`config.mk`:
```
export PLATFORM = sky130hd
export DESIGN_NAME = perceptron_trainer
export DESIGN_NICKNAME = d
export VERILOG_FILES = /design/src/rtl/perceptron_trainer.sv
export SDC_FILE = /design/constraint.sdc
export NUM_CORES = 1
export LEC_CHECK = 0
export CAP_MARGIN = 10
export CORE_MARGIN = 5
export CORE_UTILIZATION = 49
export CTS_CLUSTER_SIZE = 25
export DETAILED_ROUTE_END_ITERATION = 16
export MAX_ROUTING_LAYER = met4
export PLACE_DENSITY = 0.75
export SLEW_MARGIN = 25
export SYNTH_ARGS = -nofsm -noshare
export SYNTH_HDL_FRONTEND = slang
export SYNTH_SLANG_ARGS = --single-unit
export TNS_END_PERCENT = 100
```
`constraint.sdc`:
```
create_clock -name clk -period 2.55 [get_ports clk]
set_input_delay 0.3825 -clock clk [delete_from_list [all_inputs] [get_ports clk]]
set_output_delay 0.3825 -clock clk [all_outputs]
set_load 0.02 [all_outputs]
```
`src/rtl/perceptron_trainer.sv`:
```
// Trains the two weights of a fixed-threshold two-input perceptron.
// Runs the perceptron learning rule over all four binary patterns until an error-free epoch or the epoch limit.
module perceptron_trainer #(
   parameter int unsigned SETTLE_CYCLES = 3,
   parameter int unsigned MAX_EPOCHS    = 15
) (
   input  logic              clk,
   input  logic              reset,
   input  logic              start,
   input  logic [3:0]        target,
   input  logic              v_out,
   output logic              v_in1,
   output logic              v_in2,
   output logic signed [2:0] w1_out,
   output logic signed [2:0] w2_out,
   output logic              busy,
   output logic              done,
   output logic              converged,
   output logic [3:0]        epoch_count
);

   localparam int unsigned CNT_W = 4;
   localparam int unsigned W_W   = 3;

   typedef enum logic [1:0] {S_IDLE, S_APPLY, S_SAMPLE, S_DONE} state_t;

   state_t                 r_state,    w_state_nxt;
   logic [1:0]             r_p,        w_p_nxt;
   logic                   r_err_flag, w_err_flag_nxt;
   logic [CNT_W-1:0]       r_settle,   w_settle_nxt;
   logic [3:0]             r_target,   w_target_nxt;
   logic signed [W_W-1:0]  r_w1,       w_w1_nxt;
   logic signed [W_W-1:0]  r_w2,       w_w2_nxt;
   logic [CNT_W-1:0]       r_epoch,    w_epoch_nxt;
   logic                   r_busy,     w_busy_nxt;
   logic                   r_done,     w_done_nxt;
   logic                   r_conv,     w_conv_nxt;
   logic                   r_vin1,     w_vin1_nxt;
   logic                   r_vin2,     w_vin2_nxt;

   logic                   w_tbit;
   logic                   w_err_pos;
   logic                   w_err_neg;
   logic                   w_err_any;
   logic                   w_flag_new;
   logic signed [W_W:0]    w_delta;
   logic signed [W_W:0]    w_sum1;
   logic signed [W_W:0]    w_sum2;
   logic [1:0]             w_p_inc;
   logic [CNT_W-1:0]       w_epoch_inc;

   // Clamp a 4-bit signed sum into the 3-bit signed weight range [-4, +3].
   function automatic logic signed [W_W-1:0] sat3(input logic signed [W_W:0] x);
      if (x > 4'sd3)
         return 3'sb011;
      else if (x < 4'sb1100)
         return 3'sb100;
      else
         return x[W_W-1:0];
   endfunction

   assign w_tbit      = r_target[r_p];
   assign w_err_pos   = w_tbit & ~v_out;
   assign w_err_neg   = ~w_tbit & v_out;
   assign w_err_any   = w_err_pos | w_err_neg;
   assign w_flag_new  = r_err_flag | w_err_any;
   assign w_delta     = w_err_pos ? 4'sd1 : (w_err_neg ? 4'sb1111 : 4'sd0);
   assign w_sum1      = 4'(r_w1) + (r_p[1] ? w_delta : 4'sd0);
   assign w_sum2      = 4'(r_w2) + (r_p[0] ? w_delta : 4'sd0);
   assign w_p_inc     = r_p + 2'd1;
   assign w_epoch_inc = (r_epoch == 4'hF) ? 4'hF : r_epoch + 4'd1;

   always_comb begin
      w_state_nxt    = r_state;
      w_p_nxt        = r_p;
      w_err_flag_nxt = r_err_flag;
      w_settle_nxt   = r_settle;
      w_target_nxt   = r_target;
      w_w1_nxt       = r_w1;
      w_w2_nxt       = r_w2;
      w_epoch_nxt    = r_epoch;
      w_busy_nxt     = r_busy;
      w_done_nxt     = r_done;
      w_conv_nxt     = r_conv;
      w_vin1_nxt     = r_vin1;
      w_vin2_nxt     = r_vin2;
      case (r_state)
         S_IDLE, S_DONE: begin
            if (start) begin
               w_state_nxt    = S_APPLY;
               w_target_nxt   = target;
               w_w1_nxt       = '0;
               w_w2_nxt       = '0;
               w_epoch_nxt    = '0;
               w_p_nxt        = '0;
               w_err_flag_nxt = 1'b0;
               w_settle_nxt   = '0;
               w_done_nxt     = 1'b0;
               w_conv_nxt     = 1'b0;
               w_busy_nxt     = 1'b1;
               w_vin1_nxt     = 1'b0;
               w_vin2_nxt     = 1'b0;
            end
         end
         S_APPLY: begin
            if (r_settle == CNT_W'(SETTLE_CYCLES - 1)) begin
               w_state_nxt  = S_SAMPLE;
               w_settle_nxt = '0;
            end else begin
               w_settle_nxt = r_settle + CNT_W'(1);
            end
         end
         S_SAMPLE: begin
            if (w_err_any) begin
               w_w1_nxt       = sat3(w_sum1);
               w_w2_nxt       = sat3(w_sum2);
               w_err_flag_nxt = 1'b1;
            end
            if (r_p != 2'd3) begin
               w_p_nxt     = w_p_inc;
               w_state_nxt = S_APPLY;
               w_vin1_nxt  = w_p_inc[1];
               w_vin2_nxt  = w_p_inc[0];
            end else begin
               w_epoch_nxt = w_epoch_inc;
               w_vin1_nxt  = 1'b0;
               w_vin2_nxt  = 1'b0;
               if (!w_flag_new || (w_epoch_inc == CNT_W'(MAX_EPOCHS))) begin
                  w_state_nxt = S_DONE;
                  w_busy_nxt  = 1'b0;
                  w_done_nxt  = 1'b1;
                  w_conv_nxt  = !w_flag_new;
               end else begin
                  w_err_flag_nxt = 1'b0;
                  w_p_nxt        = '0;
                  w_state_nxt    = S_APPLY;
               end
            end
         end
         default: w_state_nxt = S_IDLE;
      endcase
   end

   always_ff @(posedge clk) begin
      if (reset) begin
         r_state    <= S_IDLE;
         r_p        <= '0;
         r_err_flag <= 1'b0;
         r_settle   <= '0;
         r_target   <= '0;
         r_w1       <= '0;
         r_w2       <= '0;
         r_epoch    <= '0;
         r_busy     <= 1'b0;
         r_done     <= 1'b0;
         r_conv     <= 1'b0;
         r_vin1     <= 1'b0;
         r_vin2     <= 1'b0;
      end else begin
         r_state    <= w_state_nxt;
         r_p        <= w_p_nxt;
         r_err_flag <= w_err_flag_nxt;
         r_settle   <= w_settle_nxt;
         r_target   <= w_target_nxt;
         r_w1       <= w_w1_nxt;
         r_w2       <= w_w2_nxt;
         r_epoch    <= w_epoch_nxt;
         r_busy     <= w_busy_nxt;
         r_done     <= w_done_nxt;
         r_conv     <= w_conv_nxt;
         r_vin1     <= w_vin1_nxt;
         r_vin2     <= w_vin2_nxt;
      end
   end

   assign v_in1       = r_vin1;
   assign v_in2       = r_vin2;
   assign w1_out      = r_w1;
   assign w2_out      = r_w2;
   assign busy        = r_busy;
   assign done        = r_done;
   assign converged   = r_conv;
   assign epoch_count = r_epoch;

endmodule

```
# Yosys cells after proc, flatten, opt, wreduce, memory -nomap -nowiden

Index checks and enable logic that the tools add are counted.

Bits in latches: 0
RAM bits: 0
ROM bits: 0
Logic and storage cells: 105
Input bits: 8
Memories kept: 0
Output and inout bits: 15
Register bits: 28

Shifts and indexed selects: 0
Equality and inequality tests: 13
Div/mod/pow operators: 0
Multiplexer cells: 49
Bitwise operators: 6
Order comparisons: 5
Add/subtract/negate cells: 5
Multipliers: 0
Reduce and logical (&&, ||, !) cells: 14

Operators by type and width:

| cell                                                       | count |
|---|---|
| two-way mux 4 bit                                          | 8 |
| two-way mux 3 bit                                          | 7 |
| one-hot mux 4 bit (2 select lines)                         | 2 |
| two-way mux 1 bit                                          | 14 |
| two-way mux 2 bit                                          | 7 |
| != test 2 bit, second input constant                       | 6 |
| one-hot mux 1 bit (2 select lines)                         | 6 |
| one-hot mux 3 bit (2 select lines)                         | 2 |
| AND reduction 3 bit                                        | 3 |
| adder 3 x 4 -> 4 bit                                       | 2 |
| adder 4 x 1 -> 4 bit, second input constant                | 2 |
| == test 4 bit, second input constant                       | 2 |
| > comparator 4 x 3 -> 1 bit, second input constant         | 2 |
| less-than comparator 4 x 3 -> 1 bit, second input constant | 2 |
| AND reduction 2 bit                                        | 4 |
| one-hot mux 2 bit (3 select lines)                         | 1 |
| == test 2 bit, second input constant                       | 2 |
| == test 4 x 2 -> 1 bit, second input constant              | 1 |
| one-hot mux 2 bit (2 select lines)                         | 1 |
| AND reduction 4 bit                                        | 1 |
| nonzero test 2 bit                                         | 2 |
| less-than comparator 2 x 3 -> 1 bit, second input constant | 1 |
| != test 3 bit, second input constant                       | 1 |
| adder 2 x 1 -> 2 bit, second input constant                | 1 |
| 9 further kinds                                            | 12 |

# Logic depth before layout (Yosys ltp)

Depth in word-level cells: 13
Mapped depth: 11
Gate-level depth less buffers: 11

# Least setup slack after synthesis

No wires, ideal clock.

Path kind: register -> register
From: register r_p[0]
To: register r_w1[0], in the netlist w1_out[0]
Library setup time: 0.086 ns
Arrival: 2.738 ns
Path slack: -0.274 ns
Path buffers: 0
Stages on the path, launching flop included: 10
Clock period less this slack: 2.824 ns
Data required time: 2.464 ns
Cells stage by stage: dfxtp_1 -> mux4_1 -> inv_1 -> ha_1 -> and2b_1 -> ha_1 -> ha_1 -> nand2b_1 -> o32a_1 -> a221oi_2

Word-level cells in the longest chain between the ends: 13
Elaborated cells between the ends (all ways): 18
Classes of those cells: add/sub (1); order compare (2); eq/ne (1); mux (9); bitwise (4); reduce/logical (1)

RTL lines:

| item                                      | line | text |
|---|---|---|
| start: declaration                        | 28   | `logic [1:0] r_p, w_p_nxt;` |
| start signal: assignment                  | 161  | `r_p <= w_p_nxt;` |
| binary-select mux 1 bit (select 2 bit) *  | 62   | `assign w_tbit = r_target[r_p];` |
| two-way mux 1 bit (implied by the code) * | 62   |  |
| inverter 1 bit                            | 64   | `assign w_err_neg = ~w_tbit & v_out;` |
| bitwise AND 1 bit                         | 64   |  |
| two-way mux 4 bit (2 in series)           | 67   | `assign w_delta = w_err_pos ? 4'sd1 : (w_err_neg ? 4'sb1111 : 4'sd0);` |
| two-way mux 4 bit                         | 68   | `assign w_sum1 = 4'(r_w1) + (r_p[1] ? w_delta : 4'sd0);` |
| adder 3 x 4 -> 4 bit                      | 68   |  |
| less-than comparator 4 x 3 -> 1 bit       | 56   | `else if (x < 4'sb1100)` |
| two-way mux 3 bit                         | 56   |  |
| two-way mux 3 bit                         | 54   | `if (x > 4'sd3)` |
| two-way mux 3 bit                         | 114  | `if (w_err_any) begin` |
| one-hot mux 3 bit (2 select lines)        | 87   | `case (r_state)` |
| end signal: assignment                    | 165  | `r_w1 <= w_w1_nxt;` |
| end: declaration                          | 32   | `logic signed [W_W-1:0] r_w1, w_w1_nxt;` |

Mark *: on every way between the ends. The rest lies on a longest branch, timed or not. The select of a mux whose other input is x is not followed.
A chain may end at the register's enable or synchronous reset.

# Worst setup path in the final report

Ends and elaborated chain as after synthesis.

==> reports/summary.txt <==
status - completed
nets@finish - 257
worst reg2reg path startpoint - r_p[0]$_SDFFE_PP0P_
Startpoint Class - register
Mean Syn Cell Area - 8.57 um^2
Largest stage delay, worst path - 0.49 ns
number of I/O port buffers - 22
Post-synth EDFFs - 0
crit path from - r_p[0]$_SDFFE_PP0P_
Pwr Total - 1.10 mW
n_diodes - 0
beginning of the worst hold path - r_target[2]$_SDFFE_PP0P_
relative slew slack - 60.5%
Post-CTS Resized - 0
highest clock rate - 0.409 GHz
Num CTS Buffers - 3
grt ovf - 0
first-pass GRT wire length - 6200 um
top cells by area, synth - dfxtp_1, ha_1, a21oi_1
crit-path max FO - 5
post-route setup slack - 0.106 ns
Crit path top cell by count - ha_4
DP Wirelength - 2660 um
total iterations of the first detailed-routing run - 8
Cell Rows - 22
number of fill cells - 343
count of final setup violators - 0
Hold Buf Count CTS - 0
CP bufs+invs - 1
Clock Skew - 0.00785 ns
Final Hold Fails - 0
Cells after DPL - 278
Leakage - 0.784 nW
vias in the first global route - 1,376
vias - 1,556
# DRC - 0
crit end category - register
H-tree levels - 1
post-synthesis sequential area ratio - 31.4%
Post-Synthesis Net Count - 230
Slew Limit Fails - 0
kind of critical path - register to register
hold slack - 0.462 ns
Power per Cell Area - 508 nW/um^2
Die H - 70.3 um
Synth-to-Final Area Change - 21.8%
Clock Sinks - 28
CTS tree - done
Root Buffer - clkbuf_8
insertion delay to the later sink of the worst-skew pair - 0.28 ns
# Max-Cap Violations - 0
dominant synthesized flop cell - dfxtp_1
IO Pins - 23
Clock Pin Slew Worst Setup and Hold Paths - 0.10 ns
worst path required time - 2.74 ns
Via density - 5.52
Initial Utilization - 49.4%
GRT Total Usage - 15.7%
Hold Path Class - register to register
fin crit period - 2.44 ns
Yosys cell types - 51
Synth top cells by count - a21oi_1, dfxtp_1, nand2_1, nor2_1
Post-synth ARST share - 0%
peak supply drop - 0.341 mV
post-synth top area share - 31.4%
CP arrival - 2.63 ns
Final GP Congestion - 0.874
Worst-Margin Slew - 0.590 ns
most common cell in the netlist - a21oi_1
Max Root-Sink Buffers - 2
initial DRC count - 72
Top Family by Delay on Critical Path - compound AO/OA/AOI/OAI gates
largest net degree at the start of global routing - 16
antenna viol nets, final - 0
crit share post-route - 95.8%
Ys Warns - 0
post-DR wirelength/cell - 13.0 um
initial antenna violation count - 0
pre-CTS worst setup slack - -0.0485 ns
cell taking the most area after synthesis - dfxtp_1
RSZ-0062 raised after global routing - yes
fin cells - 282
mapped cell area - 1780 um^2
slowest library cell on the worst path - mux4_2
Die ar. - 4940 um^2
critical-path cell list - mux4_2 > inv_2 > ha_4 > and2b_1 > ha_4 > ha_4 > nor4b_2 > a21oi_1 > o32a_1 > a221oi_2
share of cells above drive strength 1 - 16.7%
core area - 3610 um^2
routed wire length - 3660 um
die width - 70.3 um
post-CTS setup buffer count - 0
flops & latches, synth - 28
Syn Inst Count - 208
[flip-flops by register name, indices dropped and copies added (netlist names)]
name and flops:
busy 1, converged 1, done 1, epoch_count 4, r_err_flag 1, r_p 2, r_settle 4, r_state 2
r_target 4, v_in1 1, v_in2 1, w1_out 3, w2_out 3
[kinds of logic (layout without fill, tap and decap cells)]
| kind of cell | after synthesis | after routing | synth area share (%) |
|---|---|---|---|
| buf+inv | 21 | 47 | 5.96 |
| xor+xnor | 1 | 1 | 0.491 |
| fa+ha+maj | 14 | 14 | 10.2 |
| flops | 28 | 28 | 31.4 |
| compound gates | 61 | 61 | 24.1 |
| simple gates | 80 | 80 | 24.8 |
| mux | 3 | 3 | 2.88 |
[tightest hold or removal path: stages, from the launching register on]
cell and delay, ns:
dfxtp_1 0.32, nand2_1 0.05, a21oi_1 0.05
[cell type report]
class | instances | area [um^2] | share of cell area [%]
Multi-Input combinational cell | 159 | 1160 | 53.5
Sequential cell | 28 | 564 | 26.0
Timing Repair Buffer | 30 | 280 | 12.9
Tap cell | 48 | 60.1 | 2.77
Clock buffer | 4 | 55.1 | 2.54
Inverter | 13 | 48.8 | 2.25
[report_power, final]
group	leakage, nW	switching [mW]	total (mW)	internal [mW]
logic	0.527	0.208	0.337	0.129
registers	0.228	0.0208	0.485	0.464
clock network	0.0288	0.143	0.281	0.139
total	0.784	0.371	1.10	0.731
[cells in the final DEF (no fill, tap or decap), types with 5 or more instances in the layout]
cell and instances:
a21oi_1 30, buf_4 8, clkdlybuf4s50_1 22, dfxtp_1 27
ha_1 9, inv_1 12, nand2_1 21, nand2b_1 8
nand3_1 10, nor2_1 15, nor3_1 5, o21ai_0 5
[path summary, 6_finish.rpt]
path,slack (ns),cells after the start,end
setup reg to reg,0.11,10,w1_out[0]$_SDFFE_PP0P_
hold / removal,0.46,2,r_target[2]$_SDFFE_PP0P_
hold reg to reg,0.46,2,r_target[2]$_SDFFE_PP0P_
setup / recovery,0.11,10,w1_out[0]$_SDFFE_PP0P_
[metal layers]
layer  global-route usage, %  vias up  wire length (um)
met5                       -        -                 0
met2                    22.6       38              1610
met3                    3.17        7               168
li1                        -      806                 -
met1                    21.2      705              1810
met4                    6.60        0                71
[per-stage QoR]
step | setup TNS, ns | utilization [%] | instance area [um^2]
after floorplan | 0 | - | 1800
after global placement | 0 | 57.8 | 2090
after detailed placement | -0.0683 | 57.8 | 2090
after CTS | 0 | 59.4 | 2140
after global routing | -0.0325 | 60.2 | 2170
final | 0 | 60.2 | 2170
(Power assumes the default switching activity.)
